<file path="src/rtl/shift_unit_if.sv">
// ----------------------------------------------------------------------------
// shift_unit_if
// Start/done request bus between the control sequencer (master) and the
// multi-cycle shift unit (slave).
//   start     : request, sampled by the unit only when it is idle or done
//   mode      : 000 shr, 001 shra, 010 shl, 011 ror, 100 rol (others illegal)
//   operand   : value to shift, sampled with start
//   shamt     : shift amount, sampled with start, reduced modulo WIDTH
//   busy      : unit is shifting
//   done      : one-cycle completion pulse
//   result    : working register, valid from done until the next accept
//   carry_out : last bit shifted/rotated out (only with SHIFT_CARRY_EN)
// Optional feature macro: SHIFT_CARRY_EN
// ----------------------------------------------------------------------------
interface shift_unit_if #(
    parameter int WIDTH   = 32,
    parameter int SHAMT_W = 6
);
    logic               start;
    logic [2:0]         mode;
    logic [WIDTH-1:0]   operand;
    logic [SHAMT_W-1:0] shamt;
    logic               busy;
    logic               done;
    logic [WIDTH-1:0]   result;
`ifdef SHIFT_CARRY_EN
    logic               carry_out;

    modport master (output start, mode, operand, shamt,
                    input  busy, done, result, carry_out);
    modport slave  (input  start, mode, operand, shamt,
                    output busy, done, result, carry_out);
`else
    modport master (output start, mode, operand, shamt,
                    input  busy, done, result);
    modport slave  (input  start, mode, operand, shamt,
                    output busy, done, result);
`endif
endinterface

</file>
<file path="src/rtl/shift_unit.sv">
// ----------------------------------------------------------------------------
// shift_unit
// Multi-cycle shift/rotate unit: shifts the latched operand by STEP bits per
// clock (the last step may be shorter) under a start/done handshake.
// Ports:
//   i_clock : rising-edge clock
//   i_clear : synchronous active-high reset, wins over everything
//   bus     : shift_unit_if.slave (start, mode, operand, shamt, busy, done,
//             result and, with SHIFT_CARRY_EN, carry_out)
// Parameters: WIDTH (power of two, 8..64), STEP (power of two, 1..WIDTH),
//             SHAMT_W (>= log2(WIDTH)).
// Optional feature macro: SHIFT_CARRY_EN adds the carry_out register.
// ----------------------------------------------------------------------------
module shift_unit #(
    parameter int WIDTH   = 32,
    parameter int STEP    = 1,
    parameter int SHAMT_W = 6
) (
    input  logic        i_clock,
    input  logic        i_clear,
    shift_unit_if.slave bus
);
    localparam int RW = $clog2(WIDTH);
    // Remaining count never exceeds WIDTH-1, so a STEP of WIDTH behaves
    // exactly like WIDTH-1 and the clamped value fits in RW bits.
    localparam int STEP_C = (STEP >= WIDTH) ? WIDTH - 1 : STEP;
    localparam logic [RW-1:0] STEP_V = RW'(STEP_C);

    localparam logic [2:0] M_SHR  = 3'b000;
    localparam logic [2:0] M_SHRA = 3'b001;
    localparam logic [2:0] M_SHL  = 3'b010;
    localparam logic [2:0] M_ROR  = 3'b011;
    localparam logic [2:0] M_ROL  = 3'b100;

    typedef enum logic [1:0] {S_IDLE, S_SHIFT, S_DONE} state_t;

    state_t           r_state, w_next;
    logic [WIDTH-1:0] r_result, w_shifted;
    logic [RW-1:0]    r_rem, w_step, w_k, w_lo_idx, w_hi_idx;
    logic [2:0]       r_mode;
    logic             r_sign;
    logic             w_accept, w_go_shift, w_last;
    logic [2*WIDTH-1:0] w_wide;

    // shamt is reduced modulo WIDTH by keeping only its low RW bits.
    assign w_k        = bus.shamt[RW-1:0];
    assign w_accept   = (r_state != S_SHIFT) && bus.start;
    assign w_go_shift = (w_k != '0) && (bus.mode <= M_ROL);
    assign w_step     = (r_rem < STEP_V) ? r_rem : STEP_V;
    assign w_last     = (r_rem == w_step);
    // Index of the last bit leaving the register on this step: bit s-1 for
    // right moves, bit WIDTH-s for left moves (WIDTH wraps to 0 in RW bits).
    assign w_lo_idx   = w_step - RW'(1);
    assign w_hi_idx   = RW'(0) - w_step;

    generate
        if (SHAMT_W > RW) begin : g_shamt_hi
            logic w_unused_shamt;
            assign w_unused_shamt = ^bus.shamt[SHAMT_W-1:RW];
        end
    endgenerate

    // ---------------- FSM: state register ----------------
    // NOTE: sequential state uses non-blocking assignments so every register
    // samples pre-edge values; the reset here is synchronous to i_clock.
    always_ff @(posedge i_clock) begin
        if (i_clear) r_state <= S_IDLE;
        else         r_state <= w_next;
    end

    // ---------------- FSM: next-state logic ----------------
    always_comb begin
        // NOTE: default assignment first so no path leaves w_next unassigned,
        // which would otherwise infer a latch.
        w_next = r_state;
        case (r_state)
            S_IDLE, S_DONE: begin
                if (bus.start) w_next = w_go_shift ? S_SHIFT : S_DONE;
                else           w_next = S_IDLE;
            end
            S_SHIFT: if (w_last) w_next = S_DONE;
            default: w_next = S_IDLE;
        endcase
    end

    // ---------------- FSM: outputs (decoded from the state register) -------
    always_comb begin
        bus.busy = 1'b0;
        bus.done = 1'b0;
        case (r_state)
            S_SHIFT: bus.busy = 1'b1;
            S_DONE:  bus.done = 1'b1;
            default: ;
        endcase
    end

    // ---------------- Datapath: one step of the latched mode ----------------
    always_comb begin
        w_wide    = '0;
        w_shifted = r_result;
        case (r_mode)
            M_SHR:  w_shifted = r_result >> w_step;
            M_SHRA: begin
                // Sign word on top supplies the fill bits latched at accept.
                w_wide    = {{WIDTH{r_sign}}, r_result} >> w_step;
                w_shifted = w_wide[WIDTH-1:0];
            end
            M_SHL:  w_shifted = r_result << w_step;
            M_ROR: begin
                w_wide    = {r_result, r_result} >> w_step;
                w_shifted = w_wide[WIDTH-1:0];
            end
            M_ROL: begin
                w_wide    = {r_result, r_result} << w_step;
                w_shifted = w_wide[2*WIDTH-1:WIDTH];
            end
            default: ;
        endcase
    end

    always_ff @(posedge i_clock) begin
        if (i_clear) begin
            r_result <= '0;
            r_rem    <= '0;
            r_mode   <= '0;
            r_sign   <= 1'b0;
        end else if (w_accept) begin
            r_result <= bus.operand;
            r_rem    <= w_k;
            r_mode   <= bus.mode;
            r_sign   <= bus.operand[WIDTH-1];
        end else if (r_state == S_SHIFT) begin
            r_result <= w_shifted;
            r_rem    <= r_rem - w_step;
        end
    end

    assign bus.result = r_result;

`ifdef SHIFT_CARRY_EN
    logic r_carry, w_carry;

    always_comb begin
        case (r_mode)
            M_SHL, M_ROL: w_carry = r_result[w_hi_idx];
            default:      w_carry = r_result[w_lo_idx];
        endcase
    end

    always_ff @(posedge i_clock) begin
        if (i_clear)                  r_carry <= 1'b0;
        else if (w_accept)            r_carry <= 1'b0;
        else if (r_state == S_SHIFT)  r_carry <= w_carry;
    end

    assign bus.carry_out = r_carry;
`else
    logic w_unused_idx;
    assign w_unused_idx = ^{w_lo_idx, w_hi_idx};
`endif

endmodule

</file>
<file path="src/flat_wrapper.sv">
// flat-port wrapper written by rule: the top's interface ports become plain ports
module shift_unit_flat 
#(
    parameter int WIDTH   = 32,
    parameter int STEP    = 1,
    parameter int SHAMT_W = 6
)
  (i_clock, i_clear, bus_start, bus_mode, bus_operand, bus_shamt, bus_busy, bus_done, bus_result);
  shift_unit_if #(.WIDTH(WIDTH), .SHAMT_W(SHAMT_W)) bus_i ();
  input  logic i_clock;
  input  logic i_clear;
  input wire logic [$bits(bus_i.start)-1:0] bus_start;
  input wire logic [$bits(bus_i.mode)-1:0] bus_mode;
  input wire logic [$bits(bus_i.operand)-1:0] bus_operand;
  input wire logic [$bits(bus_i.shamt)-1:0] bus_shamt;
  output wire logic [$bits(bus_i.busy)-1:0] bus_busy;
  output wire logic [$bits(bus_i.done)-1:0] bus_done;
  output wire logic [$bits(bus_i.result)-1:0] bus_result;
  assign bus_i.start = bus_start;
  assign bus_i.mode = bus_mode;
  assign bus_i.operand = bus_operand;
  assign bus_i.shamt = bus_shamt;
  assign bus_busy = bus_i.busy;
  assign bus_done = bus_i.done;
  assign bus_result = bus_i.result;
  shift_unit #(.WIDTH(WIDTH), .STEP(STEP), .SHAMT_W(SHAMT_W)) u_core (.i_clock(i_clock), .i_clear(i_clear), .bus(bus_i));
endmodule
</file>
<file path="config.mk">
export PLATFORM = sky130hd
export DESIGN_NAME = shift_unit_flat
export DESIGN_NICKNAME = d
export VERILOG_FILES = /design/src/rtl/shift_unit_if.sv /design/src/rtl/shift_unit.sv /design/src/flat_wrapper.sv
export SDC_FILE = /design/constraint.sdc
export NUM_CORES = 1
export LEC_CHECK = 0
export CAP_MARGIN = 5
export CORE_ASPECT_RATIO = 0.9
export CORE_MARGIN = 2
export CORE_UTILIZATION = 39
export CTS_CLUSTER_DIAMETER = 30
export DETAILED_ROUTE_END_ITERATION = 10
export PLACE_DENSITY_LB_ADDON = 0.2
export SLEW_MARGIN = 20
export SYNTH_ARGS = -nofsm -noshare
export SYNTH_HDL_FRONTEND = slang
export SYNTH_SLANG_ARGS = --single-unit
</file>
<file path="constraint.sdc">
create_clock -name i_clock -period 1.4 [get_ports i_clock]
set_input_delay 0.28 -clock i_clock [delete_from_list [all_inputs] [get_ports i_clock]]
set_output_delay 0.28 -clock i_clock [all_outputs]
set_load 0.01 [all_outputs]
</file>
## Word level (Yosys, flattened, before mapping)

Cells that the tools add are included.

- Bits of input ports: 44
- Word-level logic and storage cells: 43
- Output and inout port bits: 34
- Register bits after elaboration: 43

- Equal/unequal tests: 9
- Add/sub/neg operators: 1
- Muxes and demuxes: 12
- Reductions and logical operators: 9
- Shift operators: 5
- Magnitude comparators: 2

Operators with widths:

| cell | count |
|---|---|
| $pmux W32 S5 | 1 |
| $shr A64 B5 Y32 | 2 |
| $mux W32 | 2 |
| $shl A64 B5 Y64 | 1 |
| $shl A32 B5 Y32 | 1 |
| $shr A32 B5 Y32 | 1 |
| $mux W5 | 3 |
| $eq A3 B2 Y1 const B | 2 |
| $mux W2 | 3 |
| $reduce_bool A6 Y1 | 1 |
| $eq A5 B5 Y1 | 1 |
| $lt A5 B1 Y1 const B | 1 |
| $reduce_bool A5 Y1 | 1 |
| $sub A5 B5 Y5 | 1 |
| $ne A2 B1 Y1 const B | 2 |
| $pmux W2 S2 | 1 |
| $eq A3 B1 Y1 const B | 1 |
| $eq A3 B3 Y1 const B | 1 |
| $le A3 B3 Y1 const B | 1 |
| $logic_not A3 Y1 | 1 |
| $eq A2 B1 Y1 const B | 1 |
| $eq A2 B2 Y1 const B | 1 |
| $logic_and A1 B1 Y1 | 2 |
| $logic_not A2 Y1 | 1 |
| 4 further kinds | 5 |

## Longest topological paths before layout

Gate-level depths: netlist of run 1.

- Word-level depth: 6
- Mapped depth: 7
- Mapped depth without buffers: 7

## Least setup slack after synthesis of run 1

OpenSTA, ideal clock, no wires.

- Kind: reg2reg
- From: register u_core.r_rem[2]
- To: register u_core.r_rem[4]
- Data required time: 1,326 ps
- Path buffers: 0
- Library setup time: 74 ps
- Arrival: 1,521 ps
- Clock period less this slack: 1,595 ps
- Setup slack: -195 ps
- Cell stages (with the launch flop): 8
- Cell sequence: dfxtp_1 nor3_1 a21o_1 ha_1 nor2_1 nand3b_1 or3_1 a31oi_1

- Cells in the longest elaborated chain, start to end: 5

RTL lines:

| item | RTL line | RTL |
|---|---|---|
| start, declared | shift_unit.sv:39 | `logic [RW-1:0] r_rem, w_step, w_k, w_lo_idx, w_hi_idx;` |
| start signal, assigned | shift_unit.sv:129 | `r_rem <= w_k;` |
| start signal, assigned | shift_unit.sv:134 | `r_rem <= r_rem - w_step;` |
| $lt A5 B1 Y1 | shift_unit.sv:49 | `assign w_step = (r_rem < STEP_V) ? r_rem : STEP_V;` |
| $mux W5 | shift_unit.sv:49 |  |
| $sub A5 B5 Y5 (*) | shift_unit.sv:134 |  |
| $mux W5 (*) | shift_unit.sv:132 | `end else if (r_state == S_SHIFT) begin` |
| $mux W5 (*) | shift_unit.sv:127 | `end else if (w_accept) begin` |

Mark *: on every way between the ends. The rest lies on a longest branch, timed or not. The select of a mux whose other input is x is not followed.
A chain may end at the register's enable or synchronous reset.

## Worst setup path after layout of run 1

- From: register u_core.r_rem[4]
- To: register u_core.r_result[27] (netlist: u_core.bus.result[27])

- Cells in the longest elaborated chain, start to end: 6
- Elaborated cells between the ends (all ways): 10
- Classes of those cells: order compare (1); shift (5); mux (4)

RTL lines:

| item | RTL line | RTL |
|---|---|---|
| $lt A5 B1 Y1 | shift_unit.sv:49 |  |
| $mux W5 (*) | shift_unit.sv:49 |  |
| $shl A64 B5 Y64, or another cell as far along | shift_unit.sv:114 | `w_wide = {r_result, r_result} << w_step;` |
| $pmux W32 S5 (*) | shift_unit.sv:101 | `case (r_mode)` |
| $mux W32 (*) | shift_unit.sv:132 |  |
| $mux W32 (*) | shift_unit.sv:127 |  |
| end signal, assigned | shift_unit.sv:128 | `r_result <= bus.operand;` |
| end signal, assigned | shift_unit.sv:133 | `r_result <= w_shifted;` |
| end, declared | shift_unit.sv:38 | `logic [WIDTH-1:0] r_result, w_shifted;` |

Marked as above.

==> results of run 1 <==
[cell usage in the layout (no fill, tap or decap), types with 8 or more instances in the layout]
cell and n:
buf_4 36, clkdlybuf4s50_1 38, o221ai_1 19, inv_1 33, dlygate4sd2_1 36, dfxtp_2 8
a21oi_1 58, nand2_1 42, dfxtp_1 31, o221ai_2 10
[state kept, by name, indices dropped and copies added, names as in the netlist]
name / flops
u_core.bus.result: 32
u_core.r_mode: 3
u_core.r_rem: 5
u_core.r_sign: 1
u_core.r_state: 2
[through the flow]
stage          hold slack, ps  cells
4_1_cts                   385    478
5_1_grt                   410    480
3_5_place_dp              474    468
2_1_floorplan             396    307
3_3_place_gp              447    468
6_report                  397    480
[worst paths after layout]
kind	startpoint	end	slack (ps)	cells past startpoint
max	u_core.r_rem[4]$_SDFFE_PP0N_	u_core.bus.result[27]$_SDFFE_PP0P_	-160	5
min	bus_shamt[2]	u_core.r_rem[2]$_SDFFE_PP0N_	400	3
max reg2reg	u_core.r_rem[4]$_SDFFE_PP0N_	u_core.bus.result[27]$_SDFFE_PP0P_	-160	5
min reg2reg	u_core.r_sign$_SDFFE_PP0P_	u_core.r_sign$_SDFFE_PP0P_	490	2
[power breakdown]
group / switching (W) / internal (W) / total (W)
Combinational: 0.000607 / 0.000624 / 0.00123
Sequential: 0.000110 / 0.00133 / 0.00144
Clock: 0.000455 / 0.000351 / 0.000806
[critical path: cells and delay by family, from the launching register on]
kind	cells	cell delay, ps
flops	1	390
buf+inv	1	190
compound gates	1	180
simple gates	3	700
[per-layer routing]
layer	vias to the layer above	wire length (um)	global-route usage, %
li1	1313	-	-
met1	1228	3500	31.9
met2	81	3370	33.5
met3	9	381	3.64
met4	0	78	5.54
met5	-	0	0
[cells in the mapped netlist, drive strengths merged (4+ instances only)]
| library cell | count |
|---|---|
| clkbuf | 9 |
| a211oi | 6 |
| nor2 | 9 |
| o21ai | 5 |
| nor3 | 4 |
| dfxtp | 43 |
| buf | 15 |
| inv | 35 |
| a21oi | 61 |
| a31oi | 4 |
| o221ai | 29 |
| nand2 | 42 |
| o211ai | 4 |
[cell families after synthesis]
family / Yosys count / synth area share, %
AOI/OAI and AO/OA: 121 / 35.6
xor gates and xnor gates: 2 / 1.03
adders and majority gates: 1 / 0.514
buffers and inverters: 59 / 10.7
DFF: 43 / 35.3
muxes: 3 / 1.23
and+or+nand+nor: 78 / 15.6
[timing repair]
item / 4_1_cts / 5_1_grt
buffers inserted: 2 / 2
gates resized for setup: 61 / 16
endpoints found under the setup margin: 72 / 41
pin swaps: 13 / 5
[layout make-up]
class                   count  area share [%]
clock buffers               6            1.94
clock inverters             2           0.301
inverters                  35            3.64
multi-input cells         205            39.3
flip-flops and latches     43            23.7
well taps                  72            2.41
repair buffers            117            28.8
==> qor.csv, run 1 <==
stage,metric,value,unit
status,status,"finished, violations left",
status,failing checks,negative setup slack,
power_and_ir_drop,final total power,0.00348,W
timing,period utilisation layout,112,%
yosys,yosys warns,0,
cells_and_area,area grow syn2layout,53.6,%
yosys,cell taking the most area after synthesis,dfxtp_1,
yosys,post-synthesis average cell area,7.94,um2
global_routing,initial antenna violation count,0,
power_and_ir_drop,Lkg Pwr,1.51,nW
timing,unrepaired setup endpoints after global routing,true,
detailed_routing,Antenna Nets Post-Route,0,
timing,crit path time final,1560,ps
yosys,Syn Std Cell Area,2440,um2
floorplanning,I/O pins,78,
cells_and_area,FF/Latch Area,886,um2
cts,# clock sinks,43,
power_and_ir_drop,power density over the cells,930,nW/um2
place,dpl cell area,3570,um2
floorplanning,row count,27,
cts,CTS tree,done,
critical_path,crit start category,register,
timing,relative slew slack,81.7,%
timing,Total Neg Setup Slack,-3690,ps
timing,# setup viols final,33,
timing,setup slack after layout,-165,ps
timing,Worst Max-Slew Pin Slew,270,ps
yosys,number of flops mapped to enable cells by yosys,0,
cts,H-tree depth,2,
place,DP HPWL,5300,um
yosys,Post-synth ARST share,0,%
critical_path,worst path cell trace,or3_4 -> nor2_2 -> or4b_4 -> buf_12 -> o221ai_1,
place,gp weighted congestion,0.791,
yosys,Cell variety after synth,46,
cells_and_area,Final Core Density,61.5,%
timing,Final Skew,9.15,ps
detailed_routing,Iter 0 DRT Violations,171,
cells_and_area,diodes inserted,0,
detailed_routing,DRC,0,
yosys,post-synthesis cell count,307,
job,Max Cap Violations,0,
detailed_routing,router iterations before antenna repair,4,
critical_path,Max stage delay on crit path,490,ps
yosys,Area contributors post-synth,"dfxtp_1 35%, a21oi_1 13%, o221ai_1 6.8%",
global_routing,global-route wire length before repair,12100,um
critical_path,largest fanout on the critical path,29,
cells_and_area,Fillers,550,
detailed_routing,Avg WL per Cell,15.3,um
cells_and_area,Final #Nets,452,
yosys,Synth top area share,35.3,%
detailed_routing,vias per inst,5.48,
critical_path,Worst path slowest cell,or4b_4,
place,pre-CTS setup slack,-477,ps
cts,Max clock buf depth,2,
timing,Max Slew Vio Count,0,
timing,Max Clk Rate,639,MHz
floorplanning,die area,6900,um2
critical_path,worst path required time,1610,ps
floorplanning,Die Y,79.0,um
floorplanning,Initial Util,40.1,%
cts,Clock transition at path regs,80,ps
detailed_routing,DR vias,2631,
cells_and_area,"Design Area, Final",3740,um2
critical_path,Crit Path Class,reg -> reg,
global_routing,maximum number of pins on one net before global-route repair,31,
yosys,"Top FF cell, synth",dfxtp_1,
cts,cts hold-fix bufs,0,
global_routing,total grt overflow,0,
cts,root buffer cell,clkbuf_8,
yosys,part of the Yosys area used for sequential elements,35.3,%
floorplanning,die width,87.3,um
detailed_routing,Routed WL,7340,um
cts,Skew-Pair Late Insertion Delay,300,ps
yosys,count of state elements after synthesis,43,
cells_and_area,fraction of layout cells with a size suffix above 1,25.0,%
floorplanning,core footprint,6080,um2
cells_and_area,multi-input logic area,1470,um2
global_routing,vias in the first global route,2494,
place,PortBufs,76,
critical_path,crit end category,register,
yosys,syn nets,352,
global_routing,GRT Overall Usage,21.9,%
cts,total CTS buffers,5,
timing,final hold violations,0,
hold_path,Hold Crit Class,in -> reg,
power_and_ir_drop,Peak VDD IR,433,uV
critical_path,CP arrival,1780,ps
No activity file was read; power rests on OpenSTA's default activity.
==> run 2: changes to the inputs <==
--- a/config.mk
+++ b/config.mk
@@ -5,9 +5,8 @@
 export SDC_FILE = /design/constraint.sdc
 export NUM_CORES = 1
 export LEC_CHECK = 0
-export CAP_MARGIN = 5
+export CAP_MARGIN = 20
 export CORE_ASPECT_RATIO = 0.9
-export CORE_MARGIN = 2
 export CORE_UTILIZATION = 39
 export CTS_CLUSTER_DIAMETER = 30
 export DETAILED_ROUTE_END_ITERATION = 10
==> qor.csv, run 2 (synthesis gave the netlist of run 1 again) <==
stage,metric,value,unit,change
detailed_routing,DRC,0,,unchanged
power_and_ir_drop,Peak VDD IR,595,uV,was 433 uV
timing,hold_ws,380,ps,was 397 ps
timing,setup slack after layout,-230,ps,was -165 ps
floorplanning,row count,26,,was 27
place,Cells after DPL,469,,was 468
critical_path,CP arrival,1860,ps,was 1780 ps
place,gp weighted congestion,0.813,,was 0.791
cts,H-tree depth,2,,unchanged
cells_and_area,fraction of layout cells with a size suffix above 1,31.3,%,was 25.0%
critical_path,largest fanout on the critical path,8,,was 29
critical_path,FF-to-FF Start,u_core.r_mode[1]$_SDFFE_PP0P_,,was u_core.r_rem[4]$_SDFFE_PP0N_
status,failing checks,negative setup slack,,unchanged
global_routing,maximum number of pins on one net before global-route repair,31,,unchanged
global_routing,vias in the first global route,2611,,"was 2,494"
floorplanning,I/O pins,78,,unchanged
global_routing,initial antenna violation count,0,,unchanged
critical_path,crit start category,register,,unchanged
status,status,"finished, violations left",,unchanged
timing,Final Skew,8.66,ps,was 9.15 ps
power_and_ir_drop,Lkg Pwr,1.61,nW,was 1.51 nW
floorplanning,die width,85.3,um,was 87.3 um
job,Max Cap Violations,0,,unchanged
detailed_routing,Antenna Nets Post-Route,0,,unchanged
floorplanning,Die Y,77.0,um,was 79.0 um
timing,Max Clk Rate,613,MHz,was 639 MHz
detailed_routing,vias per inst,5.67,,was 5.48
detailed_routing,Iter 0 DRT Violations,159,,was 171
critical_path,RR Endpoint,u_core.bus.result[28]$_SDFFE_PP0P_,,was u_core.bus.result[27]$_SDFFE_PP0P_
timing,unrepaired setup endpoints after global routing,true,,unchanged
cells_and_area,max FFs per register,32,,unchanged
cells_and_area,multi-input logic area,1590,um2,was 1470 um2
hold_path,Hold Path Origin,bus_shamt[2],,unchanged
cts,Skew-Pair Late Insertion Delay,310,ps,was 300 ps
cells_and_area,area grow syn2layout,64.3,%,was 53.6%
place,DP HPWL,5240,um,was 5300 um
timing,Worst Max-Slew Pin Slew,432,ps,was 270 ps
cts,total CTS buffers,5,,unchanged
cells_and_area,most frequent cells in the layout,"60 x a21oi_1, 42 x nand2_1, 41 x buf_4",,"was 58 x a21oi_1, 42 x nand2_1, 38 x clkdlybuf4s50_1"
cts,root buffer cell,clkbuf_8,,unchanged
place,PortBufs,76,,unchanged
cts,Max clock buf depth,2,,unchanged
timing,relative slew slack,71.1,%,was 81.7%
hold_path,hold path depth,3,,unchanged
cells_and_area,diodes inserted,0,,unchanged
timing,Total Neg Setup Slack,-6420,ps,was -3690 ps
hold_path,Min-Delay Endpoint,u_core.r_rem[2]$_SDFFE_PP0N_,,unchanged
critical_path,crit end category,register,,unchanged
timing,period utilisation layout,116,%,was 112%
timing,final hold violations,0,,unchanged
timing,# setup viols final,33,,unchanged
critical_path,r2r worst-path depth,5,,unchanged
detailed_routing,Avg WL per Cell,16.4,um,was 15.3 um
cells_and_area,FF/Latch Area,888,um2,was 886 um2
hold_path,Hold Crit Class,in -> reg,,unchanged
cts,# clock sinks,43,,unchanged
detailed_routing,Routed WL,7990,um,was 7340 um
floorplanning,core footprint,5860,um2,was 6080 um2
cells_and_area,Final Non-Filler Cells,488,,was 480
global_routing,total grt overflow,0,,unchanged
detailed_routing,DR vias,2767,,"was 2,631"
critical_path,Crit Path Class,reg -> reg,,unchanged
cells_and_area,Final #Nets,462,,was 452
critical_path,r2r setup slk,-230,ps,was -160 ps
global_routing,GRT Overall Usage,25.1,%,was 21.9%
timing,crit path time final,1630,ps,was 1560 ps
cts,Clock transition at path regs,90,ps,was 80 ps
critical_path,worst path required time,1630,ps,was 1610 ps
timing,Max Slew Vio Count,0,,unchanged
floorplanning,Initial Util,41.6,%,was 40.1%
cts,CTS tree,done,,unchanged
power_and_ir_drop,power density over the cells,925,nW/um2,was 930 nW/um2
detailed_routing,router iterations before antenna repair,4,,unchanged
cells_and_area,Fillers,482,,was 550
cts,cts hold-fix bufs,0,,unchanged
floorplanning,die area,6570,um2,was 6900 um2
cells_and_area,"commonest non-fill, non-tap cell in the layout",a21oi_1,,unchanged
global_routing,global-route wire length before repair,13000,um,"was 12,100 um"
## run 2: changes by cell type in the layout (fill, tap and decap cells not counted), sizes merged
cell / before / now
nor2: 9 / 10
buf: 43 / 52
inv: 36 / 35
dlygate4sd2: 36 / 35
dlymetal6s2s: 0 / 1
clkinv: 1 / 2
## run 2: critical path: stages (launching register included)
cell	delay, ps
dfxtp_2	330
buf_6	130
o21ai_4	160
or4b_4	600
buf_8	190
o221ai_2	140
## run 2: worst max-delay path by stage
stage                                        start                            endpoint  slack, ps
floorplan           u_core.r_state[1]$_SDFFE_PP0P_  u_core.bus.result[10]$_SDFFE_PP0P_       -130
global placement                      bus_shamt[0]      u_core.r_state[1]$_SDFFE_PP0P_       -390
detailed placement                    bus_shamt[0]      u_core.r_state[1]$_SDFFE_PP0P_       -440
CTS                  u_core.r_mode[1]$_SDFFE_PP0P_   u_core.bus.result[4]$_SDFFE_PP0P_       -220
global route          u_core.r_rem[2]$_SDFFE_PP0N_   u_core.bus.result[1]$_SDFFE_PP0P_       -260
finish               u_core.r_mode[1]$_SDFFE_PP0P_  u_core.bus.result[28]$_SDFFE_PP0P_       -230
## run 2: what timing repair did
action                     CTS  global route
gates cloned                 2             1
hold endpoints to repair     0             0
buffers inserted             9             1
setup endpoints to repair   73            40
pin swaps                   14             7
gates resized for setup     85            18
## run 2: power breakdown
group / internal [W] / total, W / switching (W)
sequential: 0.00133 / 0.00144 / 0.000108
clock: 0.000460 / 0.000945 / 0.000485
combinational: 0.000648 / 0.00131 / 0.000665
## run 2: area by class of cell
type	instances	area share, %
inverter	35	3.41
timing repair buffer	126	29.7
clock buffer	6	2.35
multi-input combinational	206	39.8
tap	70	2.19
sequential	43	22.2
clock inverter	2	0.344
## run 2: through the flow
stage | worst slack (ps) | util, % | total power, W | area, um2
global placement | -388 | 61.1 | 0.00263 | 3580
detailed placement | -439 | 61.1 | 0.00265 | 3580
CTS | -221 | 67.1 | 0.00364 | 3930
finish | -230 | 68.3 | 0.00370 | 4000
floorplan | -129 | - | 0.00207 | 2510
global route | -264 | 68.3 | 0.00390 | 4000
## run 2: metal layers
layer	track usage, %	wire (um)	vias to the layer above
li1	-	-	1338
met1	34.1	3590	1314
met2	41.0	3760	110
met3	5.06	587	5
met4	6.00	46	0
met5	0	0	-
==> run 3: changes to the inputs <==
--- a/config.mk
+++ b/config.mk
@@ -10,6 +10,7 @@
 export CORE_UTILIZATION = 39
 export CTS_CLUSTER_DIAMETER = 30
 export DETAILED_ROUTE_END_ITERATION = 10
+export DONT_BUFFER_PORTS = 1
 export PLACE_DENSITY_LB_ADDON = 0.2
 export SLEW_MARGIN = 20
 export SYNTH_ARGS = -nofsm -noshare
==> qor.csv, run 3 (synthesis gave the netlist of run 1 again) <==
stage,metric,value,unit,change
floorplanning,Die Y,77.0,um,unchanged
cells_and_area,FF/Latch Area,886,um2,was 888 um2
place,pre-CTS setup slack,-230,ps,was -439 ps
detailed_routing,DRC,0,,unchanged
timing,period utilisation layout,113,%,was 116%
power_and_ir_drop,clock network fraction of total power,24.3,%,was 25.5%
detailed_routing,Iter 0 DRT Violations,94,,was 159
timing,setup slack after layout,-180,ps,was -230 ps
global_routing,global-route wire length before repair,11400,um,"was 13,000 um"
cts,Clock transition at path regs,80,ps,was 90 ps
cts,total CTS buffers,5,,unchanged
cells_and_area,max FFs per register,32,,unchanged
cts,# clock sinks,43,,unchanged
place,gp weighted congestion,0.810,,was 0.813
cts,Skew-Pair Late Insertion Delay,290,ps,was 310 ps
power_and_ir_drop,switching share of power,33.7,%,was 34.0%
timing,Final Skew,4.92,ps,was 8.66 ps
cells_and_area,area grow syn2layout,29.5,%,was 64.3%
floorplanning,die area,6570,um2,unchanged
status,failing checks,negative setup slack,,unchanged
detailed_routing,DR vias,2375,,"was 2,767"
timing,Max Clk Rate,633,MHz,was 613 MHz
global_routing,maximum number of pins on one net before global-route repair,31,,unchanged
critical_path,crit path buf inv count,1,,was 2
cts,Max clock buf depth,2,,unchanged
power_and_ir_drop,internal power,0.00219,W,was 0.00244 W
critical_path,crit start category,register,,unchanged
critical_path,crit end category,register,,unchanged
critical_path,Worst path slowest cell,or4b_4,,unchanged
timing,relative slew slack,76.5,%,was 71.1%
detailed_routing,Avg WL per Cell,17.5,um,was 16.4 um
critical_path,CP arrival,1790,ps,was 1860 ps
global_routing,initial antenna violation count,0,,unchanged
timing,Max Slew Vio Count,0,,unchanged
timing,crit path time final,1580,ps,was 1630 ps
cells_and_area,Final Non-Filler Cells,409,,was 488
critical_path,worst path cell trace,or3_4 -> nor2_4 -> or4b_4 -> buf_6 -> o221ai_1,,was buf_6 -> o21ai_4 -> or4b_4 -> buf_8 -> o221ai_2
status,status,"finished, violations left",,unchanged
cells_and_area,Final Core Density,53.9,%,was 68.3%
cells_and_area,fraction of layout cells with a size suffix above 1,33.3,%,was 31.3%
cts,H-tree depth,2,,unchanged
floorplanning,die width,85.3,um,unchanged
cells_and_area,diodes inserted,0,,unchanged
cts,CTS tree,done,,unchanged
timing,Worst Max-Slew Pin Slew,346,ps,was 432 ps
power_and_ir_drop,Peak VDD IR,621,uV,was 595 uV
detailed_routing,met3 wire length,485,um,was 587 um
power_and_ir_drop,sequential cell fraction of total power,44.9,%,was 39.0%
detailed_routing,top routing layer in use,met4,,unchanged
job,Max Cap Violations,0,,unchanged
global_routing,vias in the first global route,2286,,"was 2,611"
critical_path,CP top delay family,simple AND/OR/NAND/NOR gates,,unchanged
critical_path,Crit Path Class,reg -> reg,,unchanged
critical_path,largest fanout on the critical path,10,,was 8
critical_path,Max stage delay on crit path,550,ps,was 600 ps
timing,# setup viols final,34,,was 33
power_and_ir_drop,power density over the cells,1050,nW/um2,was 925 nW/um2
place,Cells after DPL,397,,was 469
cells_and_area,most frequent cells in the layout,"61 x a21oi_1, 42 x nand2_1, 39 x buf_4",,"was 60 x a21oi_1, 42 x nand2_1, 41 x buf_4"
detailed_routing,Routed WL,7170,um,was 7990 um
power_and_ir_drop,Psw,0.00111,W,was 0.00126 W
cts,root buffer cell,clkbuf_8,,unchanged
cells_and_area,Final #Nets,384,,was 462
hold_path,Hold Crit Class,in -> reg,,unchanged
timing,unrepaired setup endpoints after global routing,true,,unchanged
cells_and_area,"commonest non-fill, non-tap cell in the layout",a21oi_1,,unchanged
power_and_ir_drop,final total power,0.00330,W,was 0.00370 W
power_and_ir_drop,Comb power frac,30.8,%,was 35.5%
detailed_routing,Antenna Nets Post-Route,0,,unchanged
cts,cts hold-fix bufs,0,,unchanged
cells_and_area,Fillers,560,,was 482
timing,final hold violations,0,,unchanged
place,DP HPWL,4950,um,was 5240 um
global_routing,GRT Overall Usage,21.3,%,was 25.1%
detailed_routing,Routed met1 length,3390,um,was 3590 um
floorplanning,Initial Util,41.6,%,unchanged
detailed_routing,Met2 Routed Length,3230,um,was 3760 um
floorplanning,core footprint,5860,um2,unchanged
power_and_ir_drop,Lkg Pwr,1.14,nW,was 1.61 nW
cells_and_area,multi-input logic area,1510,um2,was 1590 um2
global_routing,total grt overflow,0,,unchanged
detailed_routing,router iterations before antenna repair,4,,unchanged
floorplanning,row count,26,,unchanged
floorplanning,I/O pins,78,,unchanged
place,PortBufs,0,,was 76
detailed_routing,vias per inst,5.81,,was 5.67
critical_path,worst path required time,1610,ps,was 1630 ps
## run 3: cell count changes in the layout (fill, tap and decap cells not counted), moves of 2 or more
cell and delta:
o221ai_2 -10, buf_16 -2, nor2_4 -2, buf_2 -2
buf_6 +4, dlygate4sd2_1 -35, dfxtp_1 +2, clkdlybuf4s50_1 -38
dfxtp_2 -2, o221ai_1 +10, buf_4 -2
## run 3: timing repair
item,in CTS,in global routing
pin swaps,9,11
setup buffers,2,2
gates cloned,0,2
setup endpoints to repair,33,34
endpoints found under the hold margin,0,0
gates resized for setup,28,12
## run 3: power groups by stage
stage                     combinational [W]  clock, W  sequential (W)
after global routing                0.00111  0.000884         0.00150
after global placement             0.000859         0         0.00151
after detailed placement           0.000867         0         0.00151
after floorplan                    0.000603         0         0.00147
after CTS                          0.000941  0.000833         0.00148
final                               0.00102  0.000803         0.00148
## run 3: layout make-up
class	count	area share, %
timing repair buffer	49	14.1
tap	70	2.78
clock buffer	6	2.62
sequential	43	28.1
inverter	35	4.28
clock inverter	1	0.159
multi-input combinational	205	48.0
## run 3: final timing paths
| check | start | end | slack, ps | cells past startpoint |
|---|---|---|---|---|
| setup / recovery | u_core.r_rem[4]$_SDFFE_PP0N_ | u_core.bus.result[19]$_SDFFE_PP0P_ | -180 | 5 |
| hold / removal | i_clear | u_core.r_rem[2]$_SDFFE_PP0N_ | 40 | 1 |
| setup reg to reg | u_core.r_rem[4]$_SDFFE_PP0N_ | u_core.bus.result[19]$_SDFFE_PP0P_ | -180 | 5 |
| hold reg to reg | u_core.r_sign$_SDFFE_PP0P_ | u_core.r_sign$_SDFFE_PP0P_ | 460 | 2 |
## run 3: worst register-to-register path, delay by kind of cell, from the launching register on
kind / cells / cell delay, ps
DFF: 1 / 380
and+or+nand+nor: 3 / 800
buffers and inverters: 1 / 180
AOI/OAI and AO/OA: 1 / 140
## run 3: through the flow
step,setup TNS (ps),hold WS [ps],cell area [um2]
after floorplan,-2210,396,2510
final,-4870,43.4,3160
after detailed placement,-5580,345,2840
after global routing,-6740,30.5,3160
after CTS,-4440,32.9,3050
after global placement,-4840,344,2840
## run 3: routing by layer
layer	vias up	GRT usage, %
li1	1170	-
met1	1127	30.7
met2	72	32.3
met3	6	5.71
met4	0	3.50
met5	-	0
